===== src/rtl/uinst_pkg.sv =====
// Shared constants, word layout and state encoding for the microcode sequencer.
package uinst_pkg;

  localparam int unsigned ADDR_WIDTH = 12;
  localparam int unsigned DATA_WIDTH = 64;
  localparam int unsigned DEPTH      = 310;
  localparam int unsigned CTRL_WIDTH = 40;
  localparam int unsigned CNT_WIDTH  = 8;
  localparam int unsigned OP_WIDTH   = 2;

  localparam int unsigned CTRL_LSB   = 0;
  localparam int unsigned CNT_LSB    = CTRL_LSB + CTRL_WIDTH;
  localparam int unsigned TARGET_LSB = CNT_LSB + CNT_WIDTH;
  localparam int unsigned LDCNT_BIT  = TARGET_LSB + ADDR_WIDTH;
  localparam int unsigned WAIT_BIT   = LDCNT_BIT + 1;
  localparam int unsigned OP_LSB     = WAIT_BIT + 1;

  typedef enum logic [OP_WIDTH-1:0] {
    OP_SEQ  = 2'b00,
    OP_JMP  = 2'b01,
    OP_LOOP = 2'b10,
    OP_END  = 2'b11
  } op_e;

  typedef enum logic [1:0] {
    S_IDLE,
    S_FETCH,
    S_EXEC,
    S_WAIT
  } state_e;

  typedef struct packed {
    op_e                   op;
    logic                  wt;
    logic                  ldcnt;
    logic [ADDR_WIDTH-1:0] target;
    logic [CNT_WIDTH-1:0]  cnt;
    logic [CTRL_WIDTH-1:0] ctrl;
  } uword_t;

  // Split a raw ROM word into its fields.
  function automatic uword_t decode_word(input logic [DATA_WIDTH-1:0] w);
    uword_t u;
    u.op     = op_e'(w[OP_LSB +: OP_WIDTH]);
    u.wt     = w[WAIT_BIT];
    u.ldcnt  = w[LDCNT_BIT];
    u.target = w[TARGET_LSB +: ADDR_WIDTH];
    u.cnt    = w[CNT_LSB +: CNT_WIDTH];
    u.ctrl   = w[CTRL_LSB +: CTRL_WIDTH];
    return u;
  endfunction

endpackage


===== src/rtl/uinst_if.sv =====
// Command, ROM and datapath signals of the microcode sequencer.
interface uinst_if;
  import uinst_pkg::*;

  logic                  start;
  logic [ADDR_WIDTH-1:0] start_addr;
  logic                  busy;
  logic                  done;
  logic                  err;
  logic                  rom_en;
  logic [ADDR_WIDTH-1:0] rom_addr;
  logic [DATA_WIDTH-1:0] rom_dout;
  logic                  ctrl_valid;
  logic [CTRL_WIDTH-1:0] ctrl;
  logic                  dp_done;

  modport master (
    input  start, start_addr, rom_dout, dp_done,
    output busy, done, err, rom_en, rom_addr, ctrl_valid, ctrl
  );

  modport slave (
    output start, start_addr, rom_dout, dp_done,
    input  busy, done, err, rom_en, rom_addr, ctrl_valid, ctrl
  );

endinterface


===== src/rtl/uinst_next_pc.sv =====
// Next-address and loop-counter resolution for one microinstruction.
module uinst_next_pc
  import uinst_pkg::*;
(
  input  uword_t                word,
  input  logic [ADDR_WIDTH-1:0] pc,
  input  logic [CNT_WIDTH-1:0]  loop_cnt,
  output logic [ADDR_WIDTH-1:0] next,
  output logic [CNT_WIDTH-1:0]  cnt_next,
  output logic                  is_end,
  output logic                  range_err
);

  localparam int unsigned NW = ADDR_WIDTH + 1;

  logic [CNT_WIDTH-1:0] eff_cnt;
  logic [NW-1:0]        next_w;
  logic                 unused_fields;

  assign unused_fields = ^{word.wt, word.ctrl};

  // One extra bit on the address keeps pc+1 overflow visible to the range check.
  always_comb begin
    eff_cnt  = word.ldcnt ? word.cnt : loop_cnt;
    cnt_next = eff_cnt;
    is_end   = 1'b0;
    next_w   = {1'b0, pc} + NW'(1);
    unique case (word.op)
      OP_SEQ:  ;
      OP_JMP:  next_w = {1'b0, word.target};
      OP_LOOP: begin
        if (eff_cnt != '0) begin
          cnt_next = eff_cnt - CNT_WIDTH'(1);
          next_w   = {1'b0, word.target};
        end
      end
      OP_END:  is_end = 1'b1;
    endcase
    next      = next_w[ADDR_WIDTH-1:0];
    range_err = !is_end && (next_w >= NW'(DEPTH));
  end

endmodule


===== src/rtl/uinst_sequencer.sv =====
// Microcode sequencer: fetches ROM words, issues control words, resolves flow and waits.
module uinst_sequencer
  import uinst_pkg::*;
(
  input  logic    clk,
  input  logic    rstn,
  uinst_if.master bus
);

  state_e                state_q, state_d;
  logic [ADDR_WIDTH-1:0] pc_q, pc_d;
  logic [CNT_WIDTH-1:0]  loop_cnt_q, loop_cnt_d;
  logic                  busy_q, busy_d;
  logic                  done_q, done_d;
  logic                  err_q, err_d;
  logic [CTRL_WIDTH-1:0] ctrl_q, ctrl_d;
  logic [ADDR_WIDTH-1:0] held_next_q, held_next_d;
  logic                  held_end_q, held_end_d;
  logic                  held_err_q, held_err_d;

  logic                  rom_en_c;
  logic [ADDR_WIDTH-1:0] rom_addr_c;
  logic                  ctrl_valid_c;

  uword_t                word;
  logic [ADDR_WIDTH-1:0] np_next;
  logic [CNT_WIDTH-1:0]  np_cnt;
  logic                  np_end;
  logic                  np_err;

  assign word = decode_word(bus.rom_dout);

  uinst_next_pc u_next_pc (
    .word      (word),
    .pc        (pc_q),
    .loop_cnt  (loop_cnt_q),
    .next      (np_next),
    .cnt_next  (np_cnt),
    .is_end    (np_end),
    .range_err (np_err)
  );

  always_ff @(posedge clk or negedge rstn) begin
    if (!rstn) begin
      state_q     <= S_IDLE;
      pc_q        <= '0;
      loop_cnt_q  <= '0;
      busy_q      <= 1'b0;
      done_q      <= 1'b0;
      err_q       <= 1'b0;
      ctrl_q      <= '0;
      held_next_q <= '0;
      held_end_q  <= 1'b0;
      held_err_q  <= 1'b0;
    end else begin
      state_q     <= state_d;
      pc_q        <= pc_d;
      loop_cnt_q  <= loop_cnt_d;
      busy_q      <= busy_d;
      done_q      <= done_d;
      err_q       <= err_d;
      ctrl_q      <= ctrl_d;
      held_next_q <= held_next_d;
      held_end_q  <= held_end_d;
      held_err_q  <= held_err_d;
    end
  end

  // A WAIT word latches its resolved flow at issue so the counter is never applied twice.
  always_comb begin
    state_d      = state_q;
    pc_d         = pc_q;
    loop_cnt_d   = loop_cnt_q;
    busy_d       = busy_q;
    done_d       = 1'b0;
    err_d        = err_q;
    ctrl_d       = ctrl_q;
    held_next_d  = held_next_q;
    held_end_d   = held_end_q;
    held_err_d   = held_err_q;
    rom_en_c     = 1'b0;
    rom_addr_c   = pc_q;
    ctrl_valid_c = 1'b0;

    case (state_q)
      S_IDLE: begin
        if (bus.start) begin
          if (bus.start_addr < ADDR_WIDTH'(DEPTH)) begin
            pc_d    = bus.start_addr;
            err_d   = 1'b0;
            busy_d  = 1'b1;
            state_d = S_FETCH;
          end else begin
            err_d  = 1'b1;
            done_d = 1'b1;
          end
        end
      end

      S_FETCH: begin
        rom_en_c   = 1'b1;
        rom_addr_c = pc_q;
        state_d    = S_EXEC;
      end

      S_EXEC: begin
        ctrl_valid_c = 1'b1;
        ctrl_d       = word.ctrl;
        loop_cnt_d   = np_cnt;
        if (word.wt) begin
          held_next_d = np_next;
          held_end_d  = np_end;
          held_err_d  = np_err;
          state_d     = S_WAIT;
        end else if (np_end || np_err) begin
          err_d   = err_q | np_err;
          done_d  = 1'b1;
          busy_d  = 1'b0;
          state_d = S_IDLE;
        end else begin
          rom_en_c   = 1'b1;
          rom_addr_c = np_next;
          pc_d       = np_next;
        end
      end

      S_WAIT: begin
        if (bus.dp_done) begin
          if (held_end_q || held_err_q) begin
            err_d   = err_q | held_err_q;
            done_d  = 1'b1;
            busy_d  = 1'b0;
            state_d = S_IDLE;
          end else begin
            rom_en_c   = 1'b1;
            rom_addr_c = held_next_q;
            pc_d       = held_next_q;
            state_d    = S_EXEC;
          end
        end
      end

      default: state_d = S_IDLE;
    endcase
  end

  assign bus.busy       = busy_q;
  assign bus.done       = done_q;
  assign bus.err        = err_q;
  assign bus.rom_en     = rom_en_c;
  assign bus.rom_addr   = rom_addr_c;
  assign bus.ctrl_valid = ctrl_valid_c;
  assign bus.ctrl       = ctrl_valid_c ? word.ctrl : ctrl_q;

endmodule


===== src/flat_wrapper.sv =====
// flat-port wrapper written by rule: the top's interface ports become plain ports
module uinst_sequencer_flat import uinst_pkg::*;
  (clk, rstn, bus_start, bus_start_addr, bus_rom_dout, bus_dp_done, bus_busy, bus_done, bus_err, bus_rom_en, bus_rom_addr, bus_ctrl_valid, bus_ctrl);
  uinst_if bus_i ();
  input  logic clk;
  input  logic rstn;
  input wire logic [$bits(bus_i.start)-1:0] bus_start;
  input wire logic [$bits(bus_i.start_addr)-1:0] bus_start_addr;
  input wire logic [$bits(bus_i.rom_dout)-1:0] bus_rom_dout;
  input wire logic [$bits(bus_i.dp_done)-1:0] bus_dp_done;
  output wire logic [$bits(bus_i.busy)-1:0] bus_busy;
  output wire logic [$bits(bus_i.done)-1:0] bus_done;
  output wire logic [$bits(bus_i.err)-1:0] bus_err;
  output wire logic [$bits(bus_i.rom_en)-1:0] bus_rom_en;
  output wire logic [$bits(bus_i.rom_addr)-1:0] bus_rom_addr;
  output wire logic [$bits(bus_i.ctrl_valid)-1:0] bus_ctrl_valid;
  output wire logic [$bits(bus_i.ctrl)-1:0] bus_ctrl;
  assign bus_i.start = bus_start;
  assign bus_i.start_addr = bus_start_addr;
  assign bus_i.rom_dout = bus_rom_dout;
  assign bus_i.dp_done = bus_dp_done;
  assign bus_busy = bus_i.busy;
  assign bus_done = bus_i.done;
  assign bus_err = bus_i.err;
  assign bus_rom_en = bus_i.rom_en;
  assign bus_rom_addr = bus_i.rom_addr;
  assign bus_ctrl_valid = bus_i.ctrl_valid;
  assign bus_ctrl = bus_i.ctrl;
  uinst_sequencer u_core (.clk(clk), .rstn(rstn), .bus(bus_i));
endmodule

===== config.mk =====
export PLATFORM = sky130hd
export DESIGN_NAME = uinst_sequencer_flat
export DESIGN_NICKNAME = d
export VERILOG_FILES = /design/src/rtl/uinst_pkg.sv /design/src/rtl/uinst_if.sv /design/src/rtl/uinst_next_pc.sv /design/src/rtl/uinst_sequencer.sv /design/src/flat_wrapper.sv
export SDC_FILE = /design/constraint.sdc
export NUM_CORES = 1
export LEC_CHECK = 0
export CAP_MARGIN = 40
export CORE_UTILIZATION = 48
export CTS_CLUSTER_DIAMETER = 100
export CTS_CLUSTER_SIZE = 14
export DETAILED_ROUTE_END_ITERATION = 8
export PLACE_DENSITY = 0.93
export RECOVER_POWER = 25
export SLEW_MARGIN = 20
export SYNTH_ARGS = -nofsm -noshare
export SYNTH_HDL_FRONTEND = slang
export SYNTH_HIERARCHICAL = 1
export SYNTH_SLANG_ARGS = --single-unit

===== constraint.sdc =====
create_clock -name clk -period 4.39 [get_ports clk]
set_clock_uncertainty 0.05 [all_clocks]
set_input_delay 0.439 -clock clk [delete_from_list [all_inputs] [get_ports clk]]
set_output_delay 0.439 -clock clk [all_outputs]
set_load 0.01 [all_outputs]

==> results.toml <==
[detailed_routing]
drt_wl_total_mm = 13.21
drc = 0
wl_per_cell_um = 18.48
ant_nets = 0
vias = 4142
viasPerCell = 5.793
first_pass_iters = 6
drtIter0Drc = 368

[setup_path]
worstSetupPathType = "in -> out"
critPathLaunchType = "input port"
worstPathArrival_ns = 3.96
cp_max_fo = 5
end_kind = "primary output"
worstPathRequired_ns = 3.90

[placed_design]
gp_congestion = 0.8927
place_hpwl_mm = 9.098
place_ws_ns = -0.3862
io_buffers = 136

[power_and_ir_drop]
p_per_area_mw_per_mm2 = 703.1
p_leak_nw = 2.887
ir_drop_v = 0.0005071

[sta]
tightestPinTransition_ns = 1.666
setup_violations = 1
rsz0062_at_grt = "yes"
fin_ws_ns = -0.05803
layout_min_cycle_time_ns = 4.448
report.final.slew_viol_count = 31
timing.final.crit_share_pct = 101.3
finalHoldViolCount = 0
fmax_ghz = 0.2248
relSlewSlack_pct = -11.04

[final_layout]
finish.utilization_pct = 72.22
final_nets = 684
diodes = 0
drive_gt1_share_pct = 18.21
syn_to_final_growth_pct = 45.82

[clock_network]
htreeDepth = 3
worst_setup_hold_path_clk_slew_ns = 0.08
cts_tree = "built"
clk_path_buf_depth = 2
numCtsBuffers = 9
cts_sinks = 79
root_buffer = "clkbuf_8"
clkLatencyLatePin_ns = 0.36

[die]
ios = 137
die_w_um = 99.41
die-area_mm2 = 0.009881
fp-row-count = 35
initial_core_util_pct = 49.52
die_h_um = 99.41
core_area_mm2 = 0.009196

[run_status]
violations = "capacitance limit, slew limit, setup timing"
status = "complete, but fails checks"

[global_routing]
grt_max_degree = 51
antenna_found_initial = 0
grt_overflow = 0
grt_pass1_vias = 4207
grt_pass1_wl_mm = 20.80
grt_usage_pct = 26.86

[synthesis]
synth_area_leader_cell = "dfrtp_1"
ys_types = 62
synth-edff-count = 0
synthCells = 413
synth.area.top_cells = "dfrtp_1 43%, mux2_1 14%, mux2i_1 5.3%"
synth_common_cells = "79 x dfrtp_1, 58 x mux2_1, 36 x nor2_1"
ys_warn_count = 6
yosysSeqAreaShare_pct = 43.41
synth_area_mm2 = 0.004554
synth.avg_cell_area_um2 = 11.03
synth_top_area_share_pct = 43.41
ys.flop_type = "dfrtp_1"
yosys.cell_count.top_type = "dfrtp_1"
synth-seq-cells = 79
syn_nets = 498
async_flop_share_pct = 100.0

[run]
maxCapViolations = 1

[hold_path]
min_path_type = "reg -> reg"
sequential cells by signal (all words and copies together) (netlist names):
name                flops
u_core/loop_cnt_q       8
u_core/bus.busy         1
u_core/pc_q            12
u_core/bus.err          1
u_core/held_end_q       1
u_core/ctrl_q          40
u_core/bus.done         1
u_core/held_next_q     12
u_core/held_err_q       1
u_core/state_q          2
timing repair:
action,CTS,global route
resized for setup,5,18
hold endpoints to repair,29,0
hold buffers,1,0
setup buffers,3,10
setup endpoints to repair,13,12
pin swaps,4,4
final timing paths:
| check | slack (ns) | end | cells after the start | from |
|---|---|---|---|---|
| min in group asynchronous | 0.98 | u_core/ctrl_q[4] | 2 | rstn |
| max in group asynchronous | 1.29 | u_core/held_next_q[5] | 3 | rstn |
| min | 0.44 | u_core/ctrl_q[23] | 1 | u_core/ctrl_q[23] |
| max reg2reg | 0.83 | u_core/pc_q[0] | 13 | u_core/pc_q[4] |
| min reg2reg | 0.44 | u_core/ctrl_q[23] | 1 | u_core/ctrl_q[23] |
| max | -0.06 | bus_rom_addr[7] | 15 | bus_rom_dout[62] |
where the power goes:
part | switching, mW | internal (mW) | total (mW)
Sequential | 0.283 | 1.09 | 1.38
Clock | 0.290 | 0.239 | 0.529
Combinational | 1.29 | 1.47 | 2.77
Total | 1.87 | 2.80 | 4.67
per-layer routing:
| layer | wire length (um) | track usage, % | share of wire, % | vias to the layer above |
|---|---|---|---|---|
| li1 | - | - | - | 1884 |
| met1 | 5475 | 33.79 | 41 | 2010 |
| met2 | 6507 | 45.83 | 49 | 211 |
| met3 | 952 | 5.762 | 7.2 | 37 |
| met4 | 278 | 9.502 | 2.1 | 0 |
| met5 | 0 | 0 | 0 | - |
worst max-delay path, cell delays in order:
cell and delay [ns]:
clkdlybuf4s50_1 0.47, inv_1 0.05, ha_1 0.32, nor2_1 0.13, o31a_1 0.27, buf_6 0.15
o2bb2ai_1 0.17, nand2b_1 0.16, o32ai_4 0.40, nor3_4 0.06, buf_4 0.18, mux2i_1 0.11
o211ai_1 0.31, o21a_1 0.19, clkdlybuf4s50_1 0.53
layout by cell type (no fill, tap or decap), types with 4 or more instances in the layout:
| cell type | netlist | routed |
|---|---|---|
| a21o_1 | 5 | 5 |
| a21oi_1 | 16 | 15 |
| a221oi_2 | 3 | 4 |
| buf_4 | 0 | 54 |
| clkbuf_8 | 0 | 11 |
| clkdlybuf4s50_1 | 0 | 123 |
| dfrtp_1 | 79 | 79 |
| dlymetal6s2s_1 | 0 | 10 |
| ha_1 | 5 | 5 |
| inv_1 | 18 | 18 |
| mux2_1 | 58 | 58 |
| mux2i_1 | 24 | 24 |
| nand2_1 | 15 | 15 |
| nand2b_1 | 5 | 5 |
| nand3_1 | 9 | 9 |
| nand4_1 | 5 | 5 |
| nor2_1 | 36 | 36 |
| nor3_1 | 8 | 8 |
| o21a_1 | 4 | 4 |
| o21ai_0 | 7 | 6 |
| o21ai_1 | 8 | 8 |
| o221ai_2 | 6 | 6 |
| xnor2_1 | 9 | 9 |
| xor2_1 | 6 | 6 |
logic make-up (layout without fill, tap and decap cells):
group	Yosys count	in the layout	share of synthesized area (%)
AOI/OAI and AO/OA	87	87	15.69
buffers and inverters	40	231	4.231
adders and majority gates	5	5	1.374
and+or+nand+nor	103	103	12.31
muxes	84	84	20.11
xor gates and xnor gates	15	15	2.885
DFF	79	79	43.41
layout make-up:
type | instances | area (um2)
Clock inverter | 5 | 37.54
Sequential cell | 79 | 1977
Timing Repair Buffer | 195 | 1833
Multi-Input combinational cell | 294 | 2429
Clock buffer | 11 | 151.4
Fill cell | 580 | 2555
Inverter | 20 | 75.07
Tap cell | 111 | 138.9
through the flow:
| step | setup TNS, ns | std cells | total power [mW] | instance area, um2 | hold WS [ns] |
|---|---|---|---|---|---|
| 2_1_floorplan | 0 | 413 | 2.755 | 4554 | 0.09341 |
| 3_3_place_gp | -3.340 | 684 | 3.919 | 6270 | 0.4128 |
| 3_5_place_dp | -4.366 | 685 | 4.031 | 6297 | 0.3577 |
| 4_1_cts | 0 | 705 | 4.601 | 6534 | 0.4395 |
| 5_1_grt | -0.2963 | 715 | 4.941 | 6641 | 0.4628 |
| 6_report | -0.05803 | 715 | 4.670 | 6641 | 0.4366 |
No activity file was read; power rests on OpenSTA's default activity.
